<file path="src/rtl/biquad_mac_seq.sv">
// Five-cycle shared-multiplier MAC sequencer for one direct-form-II biquad stage.
// It drives the operand multiplexer select codes and owns the filter state, the partial sums and the output.
module biquad_mac_seq #(
    parameter int N = 24,
    parameter int F = 14
) (
    input  logic         clk,
    input  logic         rst_n,
    input  logic         start,
    input  logic [N-1:0] x_in,
    input  logic [N-1:0] muxS,
    input  logic [N-1:0] muxC,
    input  logic [N-1:0] muxZ,
    output logic [2:0]   controlS,
    output logic [1:0]   controlC,
    output logic [2:0]   controlZ,
    output logic [N-1:0] Uk,
    output logic [N-1:0] fk,
    output logic [N-1:0] fk1,
    output logic [N-1:0] fk2,
    output logic [N-1:0] acum1,
    output logic [N-1:0] acum2,
    output logic [N-1:0] acum3,
    output logic [N-1:0] yk,
    output logic         busy,
    output logic         done,
    output logic         ovf
);

    // state | meaning
    // IDLE  | waiting for start, no write
    // M1    | acum1 <= Uk    + a1*fk1
    // M2    | fk    <= acum1 + a2*fk2
    // M3    | acum2 <=         b0*fk
    // M4    | acum3 <= acum2 + b1*fk1
    // M5    | yk    <= acum3 + b2*fk2, shift fk -> fk1 -> fk2
    localparam logic [2:0] S_IDLE = 3'd0;
    localparam logic [2:0] S_M1   = 3'd1;
    localparam logic [2:0] S_M2   = 3'd2;
    localparam logic [2:0] S_M3   = 3'd3;
    localparam logic [2:0] S_M4   = 3'd4;
    localparam logic [2:0] S_M5   = 3'd5;

    localparam logic [N-1:0] POS_MAX = {1'b0, {(N-1){1'b1}}};
    localparam logic [N-1:0] NEG_MAX = {1'b1, {(N-1){1'b0}}};

    logic [2:0]   state_q, state_d;
    logic [N-1:0] uk_q, uk_d;
    logic [N-1:0] fk_q, fk_d;
    logic [N-1:0] fk1_q, fk1_d;
    logic [N-1:0] fk2_q, fk2_d;
    logic [N-1:0] acum1_q, acum1_d;
    logic [N-1:0] acum2_q, acum2_d;
    logic [N-1:0] acum3_q, acum3_d;
    logic [N-1:0] yk_q, yk_d;
    logic         done_q, done_d;
    logic         ovf_q, ovf_d;

    logic signed [2*N-1:0] prod;
    logic signed [2*N-1:0] prod_sh;
    logic        [N-1:0]   q_sat;
    logic        [N-1:0]   r_sat;
    logic signed [N:0]     sum;
    logic                  q_ovf;
    logic                  r_ovf;

    // The scaled product fits in N bits only if its top N+1 bits are all sign copies.
    always_comb begin
        prod    = $signed(muxS) * $signed(muxC);
        prod_sh = prod >>> F;
        q_ovf   = !((&prod_sh[2*N-1:N-1]) || !(|prod_sh[2*N-1:N-1]));
        q_sat   = q_ovf ? (prod_sh[2*N-1] ? NEG_MAX : POS_MAX) : prod_sh[N-1:0];
        sum     = $signed({q_sat[N-1], q_sat}) + $signed({muxZ[N-1], muxZ});
        r_ovf   = sum[N] ^ sum[N-1];
        r_sat   = r_ovf ? (sum[N] ? NEG_MAX : POS_MAX) : sum[N-1:0];
    end

    always_comb begin
        controlS = 3'b000;
        controlC = 2'b00;
        controlZ = 3'b000;
        case (state_q)
            S_M1: begin controlS = 3'b001; controlC = 2'b01; controlZ = 3'b001; end
            S_M2: begin controlS = 3'b010; controlC = 2'b10; controlZ = 3'b011; end
            S_M3: begin controlS = 3'b011; controlC = 2'b11; controlZ = 3'b000; end
            S_M4: begin controlS = 3'b100; controlC = 2'b01; controlZ = 3'b100; end
            S_M5: begin controlS = 3'b101; controlC = 2'b10; controlZ = 3'b101; end
            default: begin controlS = 3'b000; controlC = 2'b00; controlZ = 3'b000; end
        endcase
    end

    always_comb begin
        state_d = state_q;
        uk_d    = uk_q;
        fk_d    = fk_q;
        fk1_d   = fk1_q;
        fk2_d   = fk2_q;
        acum1_d = acum1_q;
        acum2_d = acum2_q;
        acum3_d = acum3_q;
        yk_d    = yk_q;
        done_d  = 1'b0;
        ovf_d   = ovf_q;
        if (state_q != S_IDLE) begin
            ovf_d = ovf_q | q_ovf | r_ovf;
        end
        case (state_q)
            S_IDLE: begin
                if (start) begin
                    uk_d    = x_in;
                    ovf_d   = 1'b0;
                    state_d = S_M1;
                end
            end
            S_M1: begin acum1_d = r_sat; state_d = S_M2; end
            S_M2: begin fk_d    = r_sat; state_d = S_M3; end
            S_M3: begin acum2_d = r_sat; state_d = S_M4; end
            S_M4: begin acum3_d = r_sat; state_d = S_M5; end
            S_M5: begin
                yk_d    = r_sat;
                fk2_d   = fk1_q;
                fk1_d   = fk_q;
                done_d  = 1'b1;
                state_d = S_IDLE;
            end
            default: state_d = S_IDLE;
        endcase
    end

    always_ff @(posedge clk) begin
        if (!rst_n) begin
            state_q <= S_IDLE;
            uk_q    <= '0;
            fk_q    <= '0;
            fk1_q   <= '0;
            fk2_q   <= '0;
            acum1_q <= '0;
            acum2_q <= '0;
            acum3_q <= '0;
            yk_q    <= '0;
            done_q  <= 1'b0;
            ovf_q   <= 1'b0;
        end else begin
            state_q <= state_d;
            uk_q    <= uk_d;
            fk_q    <= fk_d;
            fk1_q   <= fk1_d;
            fk2_q   <= fk2_d;
            acum1_q <= acum1_d;
            acum2_q <= acum2_d;
            acum3_q <= acum3_d;
            yk_q    <= yk_d;
            done_q  <= done_d;
            ovf_q   <= ovf_d;
        end
    end

    assign Uk    = uk_q;
    assign fk    = fk_q;
    assign fk1   = fk1_q;
    assign fk2   = fk2_q;
    assign acum1 = acum1_q;
    assign acum2 = acum2_q;
    assign acum3 = acum3_q;
    assign yk    = yk_q;
    assign busy  = (state_q != S_IDLE);
    assign done  = done_q;
    assign ovf   = ovf_q;

endmodule

</file>
<file path="config.mk">
export PLATFORM = sky130hd
export DESIGN_NAME = biquad_mac_seq
export DESIGN_NICKNAME = d
export VERILOG_FILES = /design/src/rtl/biquad_mac_seq.sv
export SDC_FILE = /design/constraint.sdc
export NUM_CORES = 2
export LEC_CHECK = 0
export BUFFER_PORTS_ARGS = -buffer_cell sky130_fd_sc_hd__clkbuf_2
export CORE_ASPECT_RATIO = 1.2
export CORE_MARGIN = 8
export CORE_UTILIZATION = 60
export DETAILED_ROUTE_END_ITERATION = 8
export PLACE_DENSITY = 0.81
export REMOVE_ABC_BUFFERS = 1
export SYNTH_ARGS = -nofsm -noshare
export SYNTH_HDL_FRONTEND = slang
export SYNTH_SLANG_ARGS = --single-unit
</file>
<file path="constraint.sdc">
create_clock -name clk -period 15.9 [get_ports clk]
set_input_delay 2.385 -clock clk [delete_from_list [all_inputs] [get_ports clk]]
set_output_delay 2.385 -clock clk [all_outputs]
set_load 0.02 [all_outputs]
</file>
After elaboration in Yosys (flattened, before gate mapping) --
Index checks and enable logic that the tools add are counted.
Word-level totals: register bits after elaboration 197, input bits 99
Operators by class: $add $sub $neg 1, $mul 1, eq/ne operators 6, multiplexer cells 13, bitwise logic cells 3, reduce and logical (&&, ||, !) cells 10
Operators by type and width (count):
- $mux 24 | 4
- $mul 24x24->48 | 1
- $pmux 3 s5 | 2
- $add 24x24->25 | 1
- $pmux 3 s4 | 1
- $reduce_and 11->1 | 1
- $reduce_or 11->1 | 1
- $eq 3x2->1 const B | 2
- $eq 3x3->1 const B | 2
- $pmux 2 s3 | 1
- $mux 1 | 4
- $reduce_or 2->1 | 2
- $eq 3x1->1 const B | 1
- $logic_not 3->1 | 1
- $mux 3 | 1
- $reduce_bool 3->1 | 1
- $logic_not 1->1 | 2
- $ne 2x2->1 const B | 1
- $or 1x1->1 | 2
- $reduce_and 2->1 | 1
- $logic_or 1x1->1 | 1
- $xor 1x1->1 | 1

Logic depth before layout (Yosys ltp) --
word-level depth 11, mapped depth 45, gate-level depth less buffers 40

Worst setup path before layout --
No wires, ideal clock.
path kind input to register, start point input port muxS[23], end point register acum2_q[11], in the netlist acum2[11], library setup time 0.126 ns, arrival 12.944 ns, data required time 15.774 ns, path slack 2.830 ns, cell stages on the path 44, cell sequence clkbuf_1 nand2_1 inv_1 fa_1 fa_1 inv_1 fa_1 inv_1 fa_1 inv_1 fa_1 inv_1 fa_1 inv_1 fa_1 inv_1 ha_1 clkbuf_1 [... 8 more ...] o31ai_4 buf_8 mux2i_1 ha_1 fa_1 a21o_1 a21oi_1 nor2b_1 o21a_1 o41ai_1 o311a_1 o31ai_1 o21ai_1 buf_2 nor2_2 buf_2 nor2_1 o21ai_0
On the way: cells in the longest elaborated chain, start to end 8
Ends and longest elaborated chain:
- start, declared | RTL line 11 | input logic [N-1:0] muxS,
- $mul 24x24->48 * | RTL line 69 | prod = $signed(muxS) * $signed(muxC);
- $reduce_or 11->1 | RTL line 71 | q_ovf = !((&prod_sh[2*N-1:N-1]) || !(|prod_sh[2*N-1:N-1]));
- $logic_not 1->1 | RTL line 71
- $logic_or 1x1->1 | RTL line 71
- $mux 24 * | RTL line 72 | q_sat = q_ovf ? (prod_sh[2*N-1] ? NEG_MAX : POS_MAX) : prod_sh[N-1:0];
- $add 24x24->25 * | RTL line 73 | sum = $signed({q_sat[N-1], q_sat}) + $signed({muxZ[N-1], muxZ});
- $mux 24 or $xor 1x1->1 (tied branches) | RTL line 75, 74
- $mux 24 * | RTL line 75 | r_sat = r_ovf ? (sum[N] ? NEG_MAX : POS_MAX) : sum[N-1:0];
- end signal, assigned | RTL line 150 | acum2_q <= acum2_d;
- end, declared | RTL line 53 | logic [N-1:0] acum2_q, acum2_d;
Mark *: on every way between the ends. The rest lies on a longest branch, timed or not. A chain may end at the register's enable or synchronous reset.

Final worst setup path --
start point input port muxS[23], end point register acum1_q[22], in the netlist acum1[22]
On the way: cells in the longest elaborated chain, start to end 8
Ends and longest elaborated chain:
- $mul 24x24->48 * | RTL line 69
- $reduce_or 11->1 | RTL line 71
- $logic_not 1->1 | RTL line 71
- $logic_or 1x1->1 | RTL line 71
- $mux 24 * | RTL line 72
- $add 24x24->25 * | RTL line 73
- $mux 24 or $xor 1x1->1 (tied branches) | RTL line 75, 74
- $mux 24 * | RTL line 75
- end signal, assigned | RTL line 149 | acum1_q <= acum1_d;
- end, declared | RTL line 52 | logic [N-1:0] acum1_q, acum1_d;
Marked as above.

==> qor.yml <==
tritoncts: "built"
slew_headroom_pct: 12.8
drt-pass1-iter-count: 5
dr_total_vias: 23500
hold_buffers: 0
die_w_um: 218
cp_slowest_cell: "fa_1"
start_util_pct: 60.2
finalHoldViolCount: 0
yosysWarnings: 0
synthMuxAreaShare_pct: 0.890
crit_arrival_ns: 14.93
timing.rr.end: "yk[11]"
multi_input_area_um2: 22400
post_drt_wl_per_cell_um: 19.6
synth_xor_xnor_area_share_pct: 2.03
first_iter_violations: 1858
synth_edf_count: 0
fillCellCount: 3945
ys_types: 76
synth-simple-area-share_pct: 16.5
drc: 0
regToRegSetupSlack_ns: 13.32
finalCritPeriodShare_pct: 92.3
cts_buffers: 17
coreArea_um2: 48800
min_to: "Uk[16]"
async_flop_share_pct: 0
worst_pin_slew_ns: 1.30
final-seq-area_um2: 3940
synth-compound-area-share_pct: 8.73
cp_num_buf_inv: 8
clk-insertion-delay-late_ns: 0.45
cts-resized-gates: 0
die_h_um: 258
clk_path_buf_depth: 2
path_clk_slew_ns: 0.08
outcome: "complete, no violations"
dpl.hpwl_um: 66700
synth_area_leaders: "fa_1, dfxtp_1, inv_1"
port_buffers: 301
slowest_delay_ns: 0.94
startpoint_type: "primary input"
gr-total-overflow: 0
area_delta_synth_final_pct: 8.30
worstHoldPathCells: 2
synth_top_family_by_area: "adder cells"
hp-class: "reg -> reg"
cts.sinks: 197
worst-setup-path-type: "in -> reg"
worstRegToRegCells: 7
place_congestion: 0.925
ios: 302
grt_max_degree: 99
skew_ns: 0.0194
fin_nets: 4341
synthAdderAreaFrac_pct: 48.2
setup_tns_ns: 0
critPathCaptureType: "flop"
ant_nets: 0
cts-root-buf: "clkbuf_16"
fp.dieArea_um2: 56300
drv_cap: 0
row_count: 89
drv_slew: 0
cp_max_fo: 24
grt_pass1_vias: 24700
drive_above_1_share_pct: 10.6
fmax_ghz: 0.0681
synth.top_cell.area_share_pct: 41.4
min_from: "Uk[16]"
synthCells: 3304
yosysTopAreaCell: "fa_1"
synth-seq-area-share_pct: 13.4
grt_use_total_pct: 28.8
cp_common_cell: "fa_1"
dominantRegCellSynth: "dfxtp_1"
antenna_found_initial: 9
htree_levels: 4
grt_pass1_wl_um: 130000
via_per_inst: 5.68
critPathTopFamily: "adder cells"
synth.avg_cell_area_um2: 8.89
ys_ff_latch: 197
syn-cell-area_um2: 29400
drt-total-wl_um: 80900
required_ns: 16.16
period_needed_ns: 14.68
rsz0062_at_grt: "false"
r2r-start: "state_q[0]"
setup-violations-final: 0
post_cts_buffers: 0
==> kinds of logic (layout without fill, tap and decap cells) <==
logic type / count (synthesis) / in the layout
DFF: 197 / 197
buffers and inverters: 787 / 974
muxes: 26 / 26
xor gates and xnor gates: 68 / 68
and+or+nand+nor: 1041 / 1041
adders and majority gates: 768 / 768
AOI/OAI and AO/OA: 417 / 417
other: 0 / 7
==> layer usage <==
| metal | vias up | track usage (%) | part of all wire (%) |
|---|---|---|---|
| li1 | 10400 | - | - |
| met1 | 11800 | 34.3 | 36 |
| met2 | 1070 | 51.2 | 52 |
| met3 | 249 | 3.83 | 7.1 |
| met4 | 4 | 13.5 | 4.9 |
| met5 | - | 0 | 0.027 |
==> sequential cells by signal (all words and copies together), names as in the netlist <==
name and flops:
done 1, Uk 24, fk 24, acum1 24, ovf 1, acum2 24
acum3 24, state_q 3, fk2 24, fk1 24, yk 24
==> worst max-delay path by stage <==
| stage | from | to | slack [ns] | depth (start not counted) |
|---|---|---|---|---|
| 5_1_grt | muxS[23] | acum1[22] | 0.40 | 39 |
| 3_3_place_gp | muxS[23] | acum1[0] | 1.32 | 39 |
| 4_1_cts | muxS[23] | acum3[0] | 1.29 | 39 |
| 3_5_place_dp | muxS[23] | acum3[0] | 0.85 | 39 |
| 2_1_floorplan | muxC[0] | fk[22] | 2.30 | 38 |
| 6_report | muxS[23] | acum1[22] | 1.22 | 40 |
==> metrics by stage <==
| step | hold WS (ns) | util (%) | cell area [um^2] | cells | setup WS [ns] |
|---|---|---|---|---|---|
| global route | 0.469 | 65.2 | 31800 | 4135 | 0.399 |
| global placement | 0.434 | 63.9 | 31200 | 4096 | 1.32 |
| detailed placement | 0.445 | 63.9 | 31200 | 4096 | 0.845 |
| floorplan | 0.535 | - | 28700 | 3141 | 2.30 |
| finish | 0.457 | 65.2 | 31800 | 4135 | 1.22 |
| CTS | 0.457 | 65.2 | 31800 | 4128 | 1.29 |
==> worst reg2reg max path: cells and delay by family (launching register included) <==
family	cells	cell delay, ns
buffers and inverters	2	0.66
flip-flops	1	0.51
AO/OA/AOI/OAI	1	0.29
AND/OR/NAND/NOR	4	1.06
==> cell usage in the layout, fill, tap and decap left out, types with 15 or more instances in the layout <==
master	netlist	layout
mux2i_1	25	25
inv_1	622	622
a21o_1	17	17
xor2_1	32	32
ha_1	157	157
clkbuf_16	0	17
nor2_1	100	99
buf_4	3	17
nand2_1	557	557
o21ai_0	124	124
and2_1	293	292
xnor2_1	36	36
dfxtp_1	197	197
nor3_1	17	15
nand4_1	17	17
fa_1	607	607
clkbuf_2	0	301
a21oi_1	149	149
a211oi_1	23	23
==> cells in the mapped netlist (7+ instances only) <==
library cell / number
nor3_1: 17
nand4_1: 17
a21oi_1: 149
nor2_1: 100
ha_1: 157
xnor2_1: 36
mux2i_1: 25
a211oi_1: 23
inv_1: 622
clkbuf_1: 140
and2_1: 293
xor2_1: 32
nand3_1: 14
buf_2: 10
nand2b_1: 11
o21ai_0: 124
dfxtp_1: 197
fa_1: 607
nand2_1: 557
buf_1: 7
a22o_1: 11
o21a_1: 12
and3_1: 11
o21bai_1: 7
a21o_1: 17
a31oi_1: 11
o21ai_1: 10
==> area by class of cell <==
cell class / count / area share (%)
tap: 637 / 2.50
inverter: 624 / 7.36
antenna: 7 / 0.0551
clock inverter: 14 / 0.633
sequential: 197 / 12.4
multi-input combinational: 2320 / 70.5
clock buffer: 18 / 1.38
timing repair buffer: 318 / 5.14
Power is not shown: default switching activity piles up to over one toggle a cycle in this logic, so the estimate is an artifact.
